<file path="src/rtl/apb_reg_bank.sv">
// APB3/APB4 slave register bank with wait states, error response and read-only status registers.
// Define APB_REG_PSTRB_EN to add the PSTRB port and per-byte write strobes (APB4 mode).
//   state  | meaning
//   S_IDLE | waiting for a setup phase
//   S_WAIT | counting programmed wait states
//   S_RESP | PREADY high, write commits at the end of this cycle
module apb_reg_bank #(
    parameter int                AMBA_ADDR_WIDTH = 20,
    parameter int                AMBA_WORD       = 32,
    parameter int                NUM_REGS        = 8,
    parameter logic [NUM_REGS-1:0] RO_MASK       = '0,
    parameter int                WAIT_STATES     = 0
) (
    input  logic                          clk,
    input  logic                          rst,
    input  logic [AMBA_ADDR_WIDTH-1:0]    PADDR,
    input  logic [AMBA_WORD-1:0]          PWDATA,
`ifdef APB_REG_PSTRB_EN
    input  logic [AMBA_WORD/8-1:0]        PSTRB,
`endif
    input  logic                          PSEL,
    input  logic                          PENABLE,
    input  logic                          PWRITE,
    output logic [AMBA_WORD-1:0]          PRDATA,
    output logic                          PREADY,
    output logic                          PSLVERR,
    input  logic [NUM_REGS*AMBA_WORD-1:0] status_in,
    output logic [NUM_REGS*AMBA_WORD-1:0] regs_out,
    output logic [NUM_REGS-1:0]           wr_pulse
);

    localparam int IDX_W = $clog2(NUM_REGS);
    localparam int NB    = AMBA_WORD / 8;

    localparam logic [1:0] S_IDLE = 2'd0;
    localparam logic [1:0] S_WAIT = 2'd1;
    localparam logic [1:0] S_RESP = 2'd2;

    localparam logic [3:0] CNT_LOAD = (WAIT_STATES > 0) ? 4'(WAIT_STATES - 1) : 4'd0;

    logic [1:0]                   state;
    logic [3:0]                   cnt;
    logic [AMBA_WORD-1:0]         regs_q [NUM_REGS];
    logic [AMBA_ADDR_WIDTH-3:0]   word_idx;
    logic [IDX_W-1:0]             idx;
    logic                         in_range;
    logic                         is_ro;
    logic                         err;
    logic                         enter_resp;
    logic                         commit;
    logic [NB-1:0]                strb;
    logic [AMBA_WORD-1:0]         rd_val;
    logic                         unused_addr_lsb;

    assign unused_addr_lsb = ^PADDR[1:0];

`ifdef APB_REG_PSTRB_EN
    assign strb = PSTRB;
`else
    assign strb = '1;
`endif

    assign word_idx = PADDR[AMBA_ADDR_WIDTH-1:2];
    assign idx      = word_idx[IDX_W-1:0];
    assign in_range = word_idx < (AMBA_ADDR_WIDTH-2)'(NUM_REGS);
    assign is_ro    = in_range && RO_MASK[idx];
    assign err      = !in_range || (PWRITE && is_ro);

    always_comb begin
        rd_val = '0;
        if (in_range) begin
            if (is_ro)
                rd_val = status_in[idx*AMBA_WORD +: AMBA_WORD];
            else
                rd_val = regs_q[idx];
        end
    end

    always_comb begin
        enter_resp = 1'b0;
        if (state == S_IDLE && PSEL && !PENABLE && WAIT_STATES == 0)
            enter_resp = 1'b1;
        else if (state == S_WAIT && PSEL && cnt == 4'd0)
            enter_resp = 1'b1;
    end

    // An all-zero strobe completes normally but must not touch the register or pulse.
    assign commit = (state == S_RESP) && PSEL && PENABLE && PWRITE && !err && (|strb);

    always_ff @(posedge clk) begin
        if (rst) begin
            state   <= S_IDLE;
            cnt     <= 4'd0;
            PREADY  <= 1'b0;
            PSLVERR <= 1'b0;
            PRDATA  <= '0;
        end else begin
            if (enter_resp) begin
                state   <= S_RESP;
                PREADY  <= 1'b1;
                PSLVERR <= err;
                if (!PWRITE)
                    PRDATA <= rd_val;
            end else begin
                case (state)
                    S_IDLE: begin
                        if (PSEL && !PENABLE) begin
                            state <= S_WAIT;
                            cnt   <= CNT_LOAD;
                        end
                    end
                    S_WAIT: begin
                        if (!PSEL) begin
                            state <= S_IDLE;
                            cnt   <= 4'd0;
                        end else begin
                            cnt <= cnt - 4'd1;
                        end
                    end
                    S_RESP: begin
                        state   <= S_IDLE;
                        PREADY  <= 1'b0;
                        PSLVERR <= 1'b0;
                    end
                    default: begin
                        state   <= S_IDLE;
                        PREADY  <= 1'b0;
                        PSLVERR <= 1'b0;
                    end
                endcase
            end
        end
    end

    always_ff @(posedge clk) begin
        if (rst) begin
            for (int i = 0; i < NUM_REGS; i++)
                regs_q[i] <= '0;
            wr_pulse <= '0;
        end else begin
            wr_pulse <= '0;
            if (commit) begin
                wr_pulse[idx] <= 1'b1;
                for (int k = 0; k < NB; k++)
                    if (strb[k])
                        regs_q[idx][8*k +: 8] <= PWDATA[8*k +: 8];
            end
        end
    end

    generate
        for (genvar g = 0; g < NUM_REGS; g++) begin : g_out
            assign regs_out[g*AMBA_WORD +: AMBA_WORD] = RO_MASK[g] ? '0 : regs_q[g];
        end
    endgenerate

endmodule

</file>
<file path="config.mk">
export PLATFORM = sky130hd
export DESIGN_NAME = apb_reg_bank
export DESIGN_NICKNAME = d
export VERILOG_FILES = /design/src/rtl/apb_reg_bank.sv
export SDC_FILE = /design/constraint.sdc
export NUM_CORES = 1
export LEC_CHECK = 0
export BUFFER_PORTS_ARGS = -buffer_cell sky130_fd_sc_hd__buf_2
export CAP_MARGIN = 25
export CORE_AREA = 2 2 238 240
export CTS_BUF_LIST = sky130_fd_sc_hd__clkbuf_16
export DETAILED_ROUTE_END_ITERATION = 10
export DIE_AREA = 0 0 240 242
export HOLD_SLACK_MARGIN = 0.08
export PLACE_DENSITY_LB_ADDON = 0.2
export SLEW_MARGIN = 10
export SYNTH_ARGS = -nofsm -noshare
export SYNTH_HDL_FRONTEND = slang
export SYNTH_SLANG_ARGS = --single-unit
</file>
<file path="constraint.sdc">
create_clock -name clk -period 3.42 [get_ports clk]
set_input_delay 0.342 -clock clk [delete_from_list [all_inputs] [get_ports clk]]
set_output_delay 0.342 -clock clk [all_outputs]
set_load 0.01 [all_outputs]
</file>
# Word level (Yosys, flattened, before mapping)
# Memories as Yosys holds them, arrays and structs flattened.
# Cells that the tools add are included.
# totals
memories	2
latchBits	0
ram_bits	256
inputBits	313
reg_bits	48
wordCells	76
mem_bits_ro	8
# classes
div	0
order_cmp	3
n_shift	1
add_sub_neg	1
n_reduce_logical	27
mux	25
multipliers	0
bitwise	3
n_eq_ne	7
# memory_table
memory	depth	word_bits	rd	rd_clocked_by_memory_dff	write_ports	line_no	source
regs_q	8	32	9	0	8	43	logic [AMBA_WORD-1:0] regs_q [NUM_REGS];
(no name shown)	8	1	1	0	0	66	assign is_ro = in_range && RO_MASK[idx];
# ops
cell	count
$shiftx 256x9->32	1
$mux 32	3
$reduce_or 32->1	1
$lt 18x4->1 const B	1
$mux 1	13
$logic_and 1x1->1	12
$mux 4	2
$pmux 4 s2	1
$mux 2	3
$reduce_and 2->1	3
$reduce_or 2->1	3
$logic_not 4->1	1
$lt 3x4->1 const B	1
$ne 2x1->1 const B	2
$pmux 2 s2	1
$sub 4x1->4 const B	1
$demux 1 s3	1
$ge 3x1->1 const B	1
$logic_not 1->1	3
$mux 3	1
$ne 3x2->1 const B	1
$ne 3x3->1 const B	1
$not 1->1	3
$reduce_and 3->1	1
other kinds (6)	6

# Longest topological paths before layout
# logic_depth
ltp_word	12
ltp_mapped	7

# Worst setup path after synthesis
# No wires, ideal clock.
# synth_path
kind	input port to flip-flop
startpoint	in PADDR[8]
endpoint	mem regs_q[2][0], enable pin
cell_stages	4
setup_time_ps	375
arrival_ps	1974
path_slack_ps	1071
t_required_ps	3045
cell_sequence	nor4_4 nand4_4 nor4_4 or2_2
# synth_lines
item	line_no	source
from (decl)	16	input logic [AMBA_ADDR_WIDTH-1:0] PADDR,
to (decl)	43	

# Worst setup path in the final report
# layout_path
startpoint	reg cnt[0]
endpoint	reg PRDATA[29]
# layout_between
elab_chain_len	5
# layout_lines
item	line_no	source
from (decl)	42	logic [3:0] cnt;
from (signal assigned)	117	cnt <= cnt - 4'd1;
$logic_not 4->1	83	else if (state == S_WAIT && PSEL && cnt == 4'd0)
$logic_and 1x1->1	83	
$mux 1	83	
$mux 1	81	if (state == S_IDLE && PSEL && !PENABLE && WAIT_STATES == 0)
$reduce_and 2->1 (no line)	--	
to (signal assigned)	103	PRDATA <= rd_val;
to (decl)	24	output logic [AMBA_WORD-1:0] PRDATA,
# No other way between the ends.
# A chain may end at the register's enable or synchronous reset.

==> metrics.yaml <==
run_status: "completed"
clock-root-buffer: "clkbuf_16"
top_layer: "met4"
grt_usage: 0.164
syn_inst: 878
worstSetupStartpointType: "flip-flop"
internal_power_w: 0.00660
async_reset_ff_frac: 0
tns_ns: 0
synth.net_count: 1192
finClkSkew_ns: 0.0216
hpwlAfterDp_microns: 30800
cp_num_buf_inv: 3
rsz0062_at_grt: "false"
postSynthAreaPerCell_sq_um: 15.3
vias: 8786
drt_iter0_markers: 505
std_cell_rows: 87
clk_path_buf_depth: 3
synth_ff_type: "edfxtp_1"
clk_pin_slew_ns: 0.06
ys_seq_area_frac: 0.642
wl_per_cell_microns: 23.6
fill_cells: 5702
vias_per_cell: 4.32
post-cts-setup-buffer-count: 0
min_period_over_period: 0.694
combPwrFrac: 0.073
postCtsHoldBufs: 0
ios: 611
die_w_microns: 240
drive_gt1_frac: 0.447
grt_pass1_wl_microns: 67700
setup_violations: 0
syn_to_final_growth_pct: 28.5
drt_wl_total_microns: 47900
p_sw_w: 0.00200
synthTopCellsByArea: "edfxtp_1, and2_1, mux4_2"
drt_first_pass_iters: 4
slew_violations: 0
start_util: 0.242
worstPathCellList: "inv_1 -> ha_1 -> nor4bb_1 -> buf_4 -> o21a_2 -> buf_4 -> nand3_1 -> a21oi_1"
synth_area_sq_um: 13500
synth_top_cell_area_share: 0.571
fin_area_sq_um: 17300
netlist_top_cells_count: "edfxtp_1, and2_1, mux4_2, dfxtp_1, a21oi_1"
crit_path_max_fanout: 17
met3_length_microns: 3540
cts_buffers: 38
die_y_microns: 242
final_nets: 1559
crit_type: "reg -> reg"
drc: 0
synth_seq_cells: 304
yosysMostFrequentCell: "edfxtp_1"
cts_tree: "built"
htreeDepth: 2
clkPwrFrac: 0.443
switching_share: 0.232
arrival_ns: 2.83
synth_edf_count: 256
ys_warn_count: 0
drt-met1-wl_microns: 20600
place_area_sq_um: 16100
fin_total_pwr_w: 0.00860
clock_sink_count: 304
hold_viol: 0
synth_top_cell_by_area: "edfxtp_1"
critical_path.max_stage_delay_ns: 0.54
portBuffers: 352
worst_pin_slew_ns: 0.713
power.density_nw_per_um2: 497
grt_pass1_vias: 9012
min_path_type: "in -> reg"
finalCriticalPeriod_ns: 2.37
required_ns: 3.88
power_leakage_nw: 7.09
ir_drop_mv: 0.295
slew_headroom: 0.525
place_congestion: 0.739
holdWs_ns: 0.153
dr_wl_met2_microns: 23100
clk-insertion-delay-late_ns: 0.55
fin_ws_ns: 1.05
dieArea_sq_um: 58100
drtAntennaViolNets: 0
max_freq_mhz: 421
core_sq_um: 55700
crit_family: "compound AO/OA/AOI/OAI gates"
grt_overflow: 0
worst_setup_path_end_kind: "flip-flop"
cts_resized: 0
antenna_found_initial: 4
crit_top_cell: "buf_4"
yosysUniqueCellTypes: 36
grt_max_degree: 57
critPathSlowestCell: "o21a_2"
dp_slack_ns: 0.876
pwr-share-seq: 0.484
maxCapViolCount: 0
-- power by group through the flow --
stage	sequential, W	combinational (W)	clock [W]
floorplan	0.00428	0.000258	0
global placement	0.00423	0.000649	0
detailed placement	0.00424	0.000649	0
CTS	0.00416	0.000650	0.00393
global route	0.00417	0.000677	0.00407
finish	0.00416	0.000628	0.00381
-- flip-flops by register name, summed over array words and instances, names as in the netlist --
signal,cells
PRDATA,32
PREADY,1
PSLVERR,1
cnt,4
regs_q,256
state,2
wr_pulse,8
-- area by class of cell --
| cell class | instances | area [sq um] | area share |
|---|---|---|---|
| diodes | 3 | 7.51 | 0.000434 |
| clock buffers | 40 | 1000 | 0.0578 |
| clock inverters | 28 | 165 | 0.00954 |
| inverters | 3 | 11.3 | 0.000651 |
| multi-input cells | 513 | 4450 | 0.257 |
| flip-flops and latches | 304 | 8650 | 0.500 |
| well taps | 756 | 946 | 0.0547 |
| repair buffers | 385 | 2080 | 0.120 |
-- cells in the final DEF, fill, tap and decap left out, types with 2 or more instances in the layout --
master     synthesis  layout
buf_12             0       5
buf_2              8     350
mux4_2            64      64
clkinv_1           0       7
nand2_1           34      34
mux2_2            32      32
nor2b_1            3       3
or2_2             10      10
nor4_4            10      10
nor3_1             3       3
nand3b_1           3       3
diode_2            0       3
a21oi_1           37      37
clkbuf_16          0      40
nor4_1             2       2
and2_2            18      18
edfxtp_1         256     256
and2_1           238     238
nor2_1             6       6
o21ai_0            3       3
nand3_1           32      32
nor3b_1            3       3
nand2b_1           4       4
dfxtp_1           48      48
clkinv_2           0       2
bufinv_16          0       2
buf_4              2      29
inv_1              3      19
-- stage by stage --
stage | cells | utilization
final | 2032 | 0.311
after global routing | 2029 | 0.310
after CTS | 2029 | 0.310
after detailed placement | 1961 | 0.289
after global placement | 1961 | 0.289
after floorplan | 878 | -
-- per-layer routing --
metal / vias to the layer above / global-route usage
li1: 3971 / -
met1: 4491 / 0.212
met2: 289 / 0.269
met3: 35 / 0.0466
met4: 0 / 0.0417
met5: - / 0
-- cells by family (layout without fill, tap and decap cells) --
kind of cell	Yosys count	count (layout)	share of synthesized area
AO/OA/AOI/OAI	45	45	0.0176
adder cells (fa/ha/maj)	1	1	0.000929
buffers and inverters	61	456	0.0287
flip-flops	304	304	0.642
multiplexers	96	96	0.134
other	0	3	0
AND/OR/NAND/NOR	371	371	0.177
-- path summary, 6_finish.rpt --
check | start | end | slack [ns] | cells past startpoint
setup reg to reg | cnt[0] | PRDATA[29] | 1.05 | 8
hold reg to reg | PRDATA[2] | PRDATA[2] | 0.45 | 2
setup / recovery | cnt[0] | PRDATA[29] | 1.05 | 8
hold / removal | PWDATA[28] | regs_q[2][28] | 0.15 | 2
No activity file was read; power rests on OpenSTA's default activity.
